===== config.mk =====
export PLATFORM = sky130hd
export DESIGN_NAME = calc_arbiter
export DESIGN_NICKNAME = d
export VERILOG_FILES = /design/src/rtl/calc_arbiter.sv
export SDC_FILE = /design/constraint.sdc
export NUM_CORES = 1
export LEC_CHECK = 0
export BUFFER_PORTS_ARGS = -buffer_cell sky130_fd_sc_hd__buf_2
export CAP_MARGIN = 20
export CORE_AREA = 8 8 66 68
export CTS_CLUSTER_SIZE = 20
export DETAILED_ROUTE_END_ITERATION = 10
export DIE_AREA = 0 0 74 76
export PLACE_DENSITY = 0.76
export SYNTH_ARGS = -nofsm -noshare
export SYNTH_HDL_FRONTEND = slang
export SYNTH_SLANG_ARGS = --single-unit

===== constraint.sdc =====
create_clock -name clk -period 2.12 [get_ports clk]
set_clock_uncertainty 0.1 [all_clocks]
set_input_delay 0.318 -clock clk [delete_from_list [all_inputs] [get_ports clk]]
set_output_delay 0.318 -clock clk [all_outputs]
set_load 0.01 [all_outputs]

===== src/rtl/calc_arbiter.sv =====
// Round-robin arbiter/sequencer for two requesters sharing a combinational calculator.
// Optional divide-by-zero short-circuit is enabled by defining CALC_DIV0_GUARD_EN.
module calc_arbiter #(
    parameter int N       = 4,
    parameter int ALU_LAT = 1
) (
    input  logic           clk,
    input  logic           rst,
    input  logic           a_valid,
    output logic           a_ready,
    input  logic [3:0]     a_op,
    input  logic [N-1:0]   a_x,
    input  logic [N-1:0]   a_y,
    input  logic           b_valid,
    output logic           b_ready,
    input  logic [3:0]     b_op,
    input  logic [N-1:0]   b_x,
    input  logic [N-1:0]   b_y,
    output logic [3:0]     alu_op,
    output logic [N-1:0]   alu_x,
    output logic [N-1:0]   alu_y,
    input  logic [2*N-1:0] alu_res,
    output logic           rsp_valid,
    input  logic           rsp_ready,
    output logic           rsp_id,
    output logic [2*N-1:0] rsp_res,
    output logic [3:0]     rsp_flags
);

    typedef enum logic [1:0] {IDLE, EXEC, RESP} state_t;

    localparam logic [3:0] LAST_CNT = 4'(ALU_LAT - 1);

    state_t         state;
    logic           last_grant;
    logic [3:0]     cnt;
    logic           win_b;
    logic           accept;
    logic [3:0]     acc_op;
    logic [N-1:0]   acc_x;
    logic [N-1:0]   acc_y;
    logic           acc_div0;
    logic [3:0]     res_flags;

    // On a tie the requester that did not win last time is served.
    always_comb begin
        win_b = 1'b0;
        if (a_valid && b_valid)
            win_b = ~last_grant;
        else if (b_valid)
            win_b = 1'b1;
    end

    assign a_ready = (state == IDLE) && a_valid && !win_b;
    assign b_ready = (state == IDLE) && b_valid && win_b;
    assign accept  = a_ready || b_ready;

    assign acc_op = win_b ? b_op : a_op;
    assign acc_x  = win_b ? b_x  : a_x;
    assign acc_y  = win_b ? b_y  : a_y;

    always_comb begin
        acc_div0 = 1'b0;
`ifdef CALC_DIV0_GUARD_EN
        acc_div0 = ((acc_op == 4'b0011) || (acc_op == 4'b0100)) && (acc_y == '0);
`endif
    end

    // {E,C,N,Z}; E only ever comes from the divide-by-zero short-circuit.
    assign res_flags = {1'b0, |alu_res[2*N-1:N], alu_res[N-1], alu_res == '0};

    always_ff @(posedge clk or posedge rst) begin
        if (rst) begin
            state      <= IDLE;
            last_grant <= 1'b1;
            cnt        <= '0;
            alu_op     <= '0;
            alu_x      <= '0;
            alu_y      <= '0;
            rsp_valid  <= 1'b0;
            rsp_id     <= 1'b0;
            rsp_res    <= '0;
            rsp_flags  <= '0;
        end else begin
            case (state)
                IDLE: begin
                    if (accept) begin
                        alu_op     <= acc_op;
                        alu_x      <= acc_x;
                        alu_y      <= acc_y;
                        rsp_id     <= win_b;
                        last_grant <= win_b;
                        cnt        <= '0;
                        if (acc_div0) begin
                            rsp_res   <= '0;
                            rsp_flags <= 4'b1001;
                            rsp_valid <= 1'b1;
                            state     <= RESP;
                        end else begin
                            state <= EXEC;
                        end
                    end
                end
                EXEC: begin
                    cnt <= cnt + 4'd1;
                    if (cnt == LAST_CNT) begin
                        rsp_res   <= alu_res;
                        rsp_flags <= res_flags;
                        rsp_valid <= 1'b1;
                        state     <= RESP;
                    end
                end
                RESP: begin
                    if (rsp_ready) begin
                        rsp_valid <= 1'b0;
                        state     <= IDLE;
                    end
                end
                default: state <= IDLE;
            endcase
        end
    end

endmodule


==> reports/results.md <==
| Result | This run |
|:---|:---|
| Worst-case vdd ir drop | 681 uV |
| Placer Congestion | 0.721 |
| Cell chosen for the clock root | sky130_fd_sc_hd__clkbuf_4 |
| Later-pin clock latency in the skew report | 0.32 ns |
| Mean area per synthesized cell | 13.2 um^2 |
| Start-to-end type of the worst setup path | reg2out |
| Number of buffers added for setup after CTS | 0 |
| Maximum fanout encountered on the critical timing path | 14 |
| Hold Path End | state[1]$_DFFE_PP0P_ |
| Standby leakage power | 0.960 nW |
| Worst min path class | in2reg |
| Synthesis-stage register bit count | 31 |
| Final Setup Violations | 0 |
| Port buffer count | 63 |
| Total of cells resized after clock tree synthesis | 0 |
| Maximum number of pins on one net before global-route repair | 32 |
| Crit path time final | 1.92 ns |
| Critical R2R Launch | cnt[0]$_DFFE_PP0P_ |
| Worst reg2reg endpoint | rsp_res[2]$_DFFE_PP0P_ |
| Crit-path cells | a21bo_4, and3_2, buf_2 |
| Cell total after placement | 219 |
| Top library cells by usage in the layout, fill and taps aside | 63 x sky130_fd_sc_hd__buf_2, 30 x sky130_fd_sc_hd__dfrtp_1, 26 x sky130_fd_sc_hd__mux2_2 |
| Antenna Cells | 0 |
| Length of the first detailed-routing pass in iterations | 4 |
| Vias | 1113 |
| Number of design-rule violations left by the first detailed-router iteration | 16 |
| Cell depth of the worst flop-to-flop path | 5 |
| PD cells | 1350 mW/mm^2 |
| Cell area after synthesis | 0.00147 mm^2 |
| I/O pin count | 65 |
| Worst hold path startpoint | rsp_ready |
| Arr. time, crit path | 1.50 ns |
| Final total negative setup slack | 0 ns |
| Area overhead of the layout relative to synthesis | 29.6% |
| Mapped Nets | 151 |
| Met1 track demand over resource in global routing | 0.130 |
| Crit path buf inv count | 1 |
| Clk sinks | 31 |
| Netlist cell types | 29 |
| Outcome | finished clean |
| Most common cell after layout, fill and taps aside | sky130_fd_sc_hd__buf_2 |
| Number of buffers inserted for hold repair after clock tree synthesis | 1 |
| Detailed-placement wirelength estimate | 2.69 mm |
| Hold Crit Depth | 2 |
| Most utilized layer in the global route result | met2 |
| Number of antenna violations at the first check in global routing | 0 |
| Sequential element share of the synthesized area | 0.527 |
| Critical path data required time | 1.70 ns |
| Headroom to the max-slew limit | 0.631 |
| Vert. Die Dim | 76 um |
| Critical path endpoint category | output pin |
| Remaining number of nets flagged by the antenna check after routing | 0 |
| Placeable core area | 0.00344 mm^2 |
| Critical Path Slowest Stage Cell | sky130_fd_sc_hd__dfstp_2 |
| Total number of nets in the final design | 219 |
| Layout Cells excl Fill | 229 |
| Share of layout cells above drive strength 1 | 0.602 |
| Initial Util | 0.428 |
| Die Footprint | 0.00562 mm^2 |
| Final core utilization | 0.555 |
| Vias in the first global route | 1301 |
| Met2 Use GR | 0.199 |
| Clock-pin transition on the worst setup and hold timing paths | 0.09 ns |
| Clock buffers created by TritonCTS | 5 |
| Critical Path Source Type | flip-flop |
| Global-route total usage across every layer | 0.125 |
| Setup repair after global routing missed its margin | no |
| Final instance area | 0.00191 mm^2 |
| Row Count | 22 |
| Final number of hold-violating endpoints | 0 |
| Synth warn | 0 |
| Area after detailed placement | 0.00182 mm^2 |
| Count of filler cells inserted in the layout | 308 |
| Die W | 74 um |
| Slew of the pin with the lowest slew margin | 0.550 ns |
| Synth Instances | 112 |
| Aggregate routed wire length | 3.37 mm |
| Max Transition Viols Final | 0 |
| Flop-to-flop setup slack | 0.29 ns |
| DRC violations left | 0 |
| CP delay by family, top | flip-flops |
| Global-route wire length before repair | 5.61 mm |
| Stage delay of the slowest cell on the critical path | 0.56 ns |
| Average via count per standard cell | 4.86 |
| Wire per inst | 14.7 um |
| Max Buffers Root-to-Sink | 2 |
| Max Fclk | 521 MHz |
| Total congestion overflow | 0 |
| Met3 global-route usage | 0.0671 |
| Max-cap check violation count | 0 |
| Maximum level of the CTS H-tree | 2 |
| Post-route fraction of the period consumed by the critical path | 0.906 |
| CTS tree | done |
| Critical Path Source | last_grant$_DFFE_PP1P_ |
==> cells by family after synthesis <==
| family | synth area share |
|---|---|
| buffers and inverters | 0.0399 |
| xor gates and xnor gates | 0.00594 |
| DFF | 0.527 |
| muxes | 0.280 |
| other | 0.00254 |
| AOI/OAI and AO/OA | 0.0662 |
| and+or+nand+nor | 0.0611 |
| adders and majority gates | 0.0170 |
==> routing by layer <==
| metal | up-vias | part of all wire |
|---|---|---|
| met5 | - | 0 |
| met4 | 0 | 0.011 |
| met1 | 528 | 0.40 |
| li1 | 521 | - |
| met2 | 59 | 0.44 |
| met3 | 5 | 0.15 |
==> per-stage QoR <==
stage	setup WS (ns)	hold WS, ns	power, mW
2_1_floorplan	0.533	0.288	1.80
3_3_place_gp	0.176	0.307	2.14
3_5_place_dp	0.101	0.321	2.21
4_1_cts	0.167	0.0883	2.60
5_1_grt	0.0491	0.0934	2.78
6_report	0.199	0.104	2.58
==> where the power goes <==
group          total, mW  internal (mW)  switching [mW]
clock              0.378          0.195           0.183
sequential          1.05          0.880           0.165
combinational       1.16          0.602           0.558
==> synth_stat cells (all sizes together) <==
cell type  number  area (um^2)
buf             5         36.3
or4             2         15.0
and3            1         7.51
nand3           1         5.00
dfstp           1         26.3
nor3b           1         7.51
nand2b          2         12.5
a21oi           4         20.0
nor3            1         5.00
inv             6         22.5
mux2           34          413
conb            1         3.75
a21o            1         7.51
and2b           1         7.51
ha              2         25.0
dfrtp          30          751
nor2            4         15.0
nand2           4         15.0
a21bo           1         16.3
xnor2           1         8.76
o21ai           5         25.0
o21a            1         7.51
a31oi           1         6.26
a22o            1         8.76
o22ai           1         6.26
==> how the worst max path moves through the flow <==
| stage | to | slack, ns | cells past startpoint |
|---|---|---|---|
| 2_1_floorplan | alu_op[1]$_DFFE_PP0P_ | 0.53 | 4 |
| 3_3_place_gp | alu_y[3]$_DFFE_PP0P_ | 0.18 | 3 |
| 3_5_place_dp | alu_x[1]$_DFFE_PP0P_ | 0.10 | 3 |
| 4_1_cts | a_ready | 0.17 | 3 |
| 5_1_grt | rsp_res[2]$_DFFE_PP0P_ | 0.05 | 5 |
| 6_report | a_ready | 0.20 | 3 |
==> flip-flops by register name (all words and copies together) (netlist names) <==
register / count
rsp_valid: 1
rsp_flags: 2
state: 2
rsp_res: 8
last_grant: 1
alu_y: 4
alu_x: 4
cnt: 4
rsp_id: 1
alu_op: 4
==> area by class of cell <==
class | count | area, um^2 | share of cell area
well taps | 48 | 60.1 | 0.0314
clock buffers | 8 | 68.8 | 0.0360
flip-flops and latches | 31 | 777 | 0.407
multi-input cells | 70 | 638 | 0.334
inverters | 6 | 22.5 | 0.0118
repair buffers | 66 | 344 | 0.180
(Power assumes the default switching activity.)
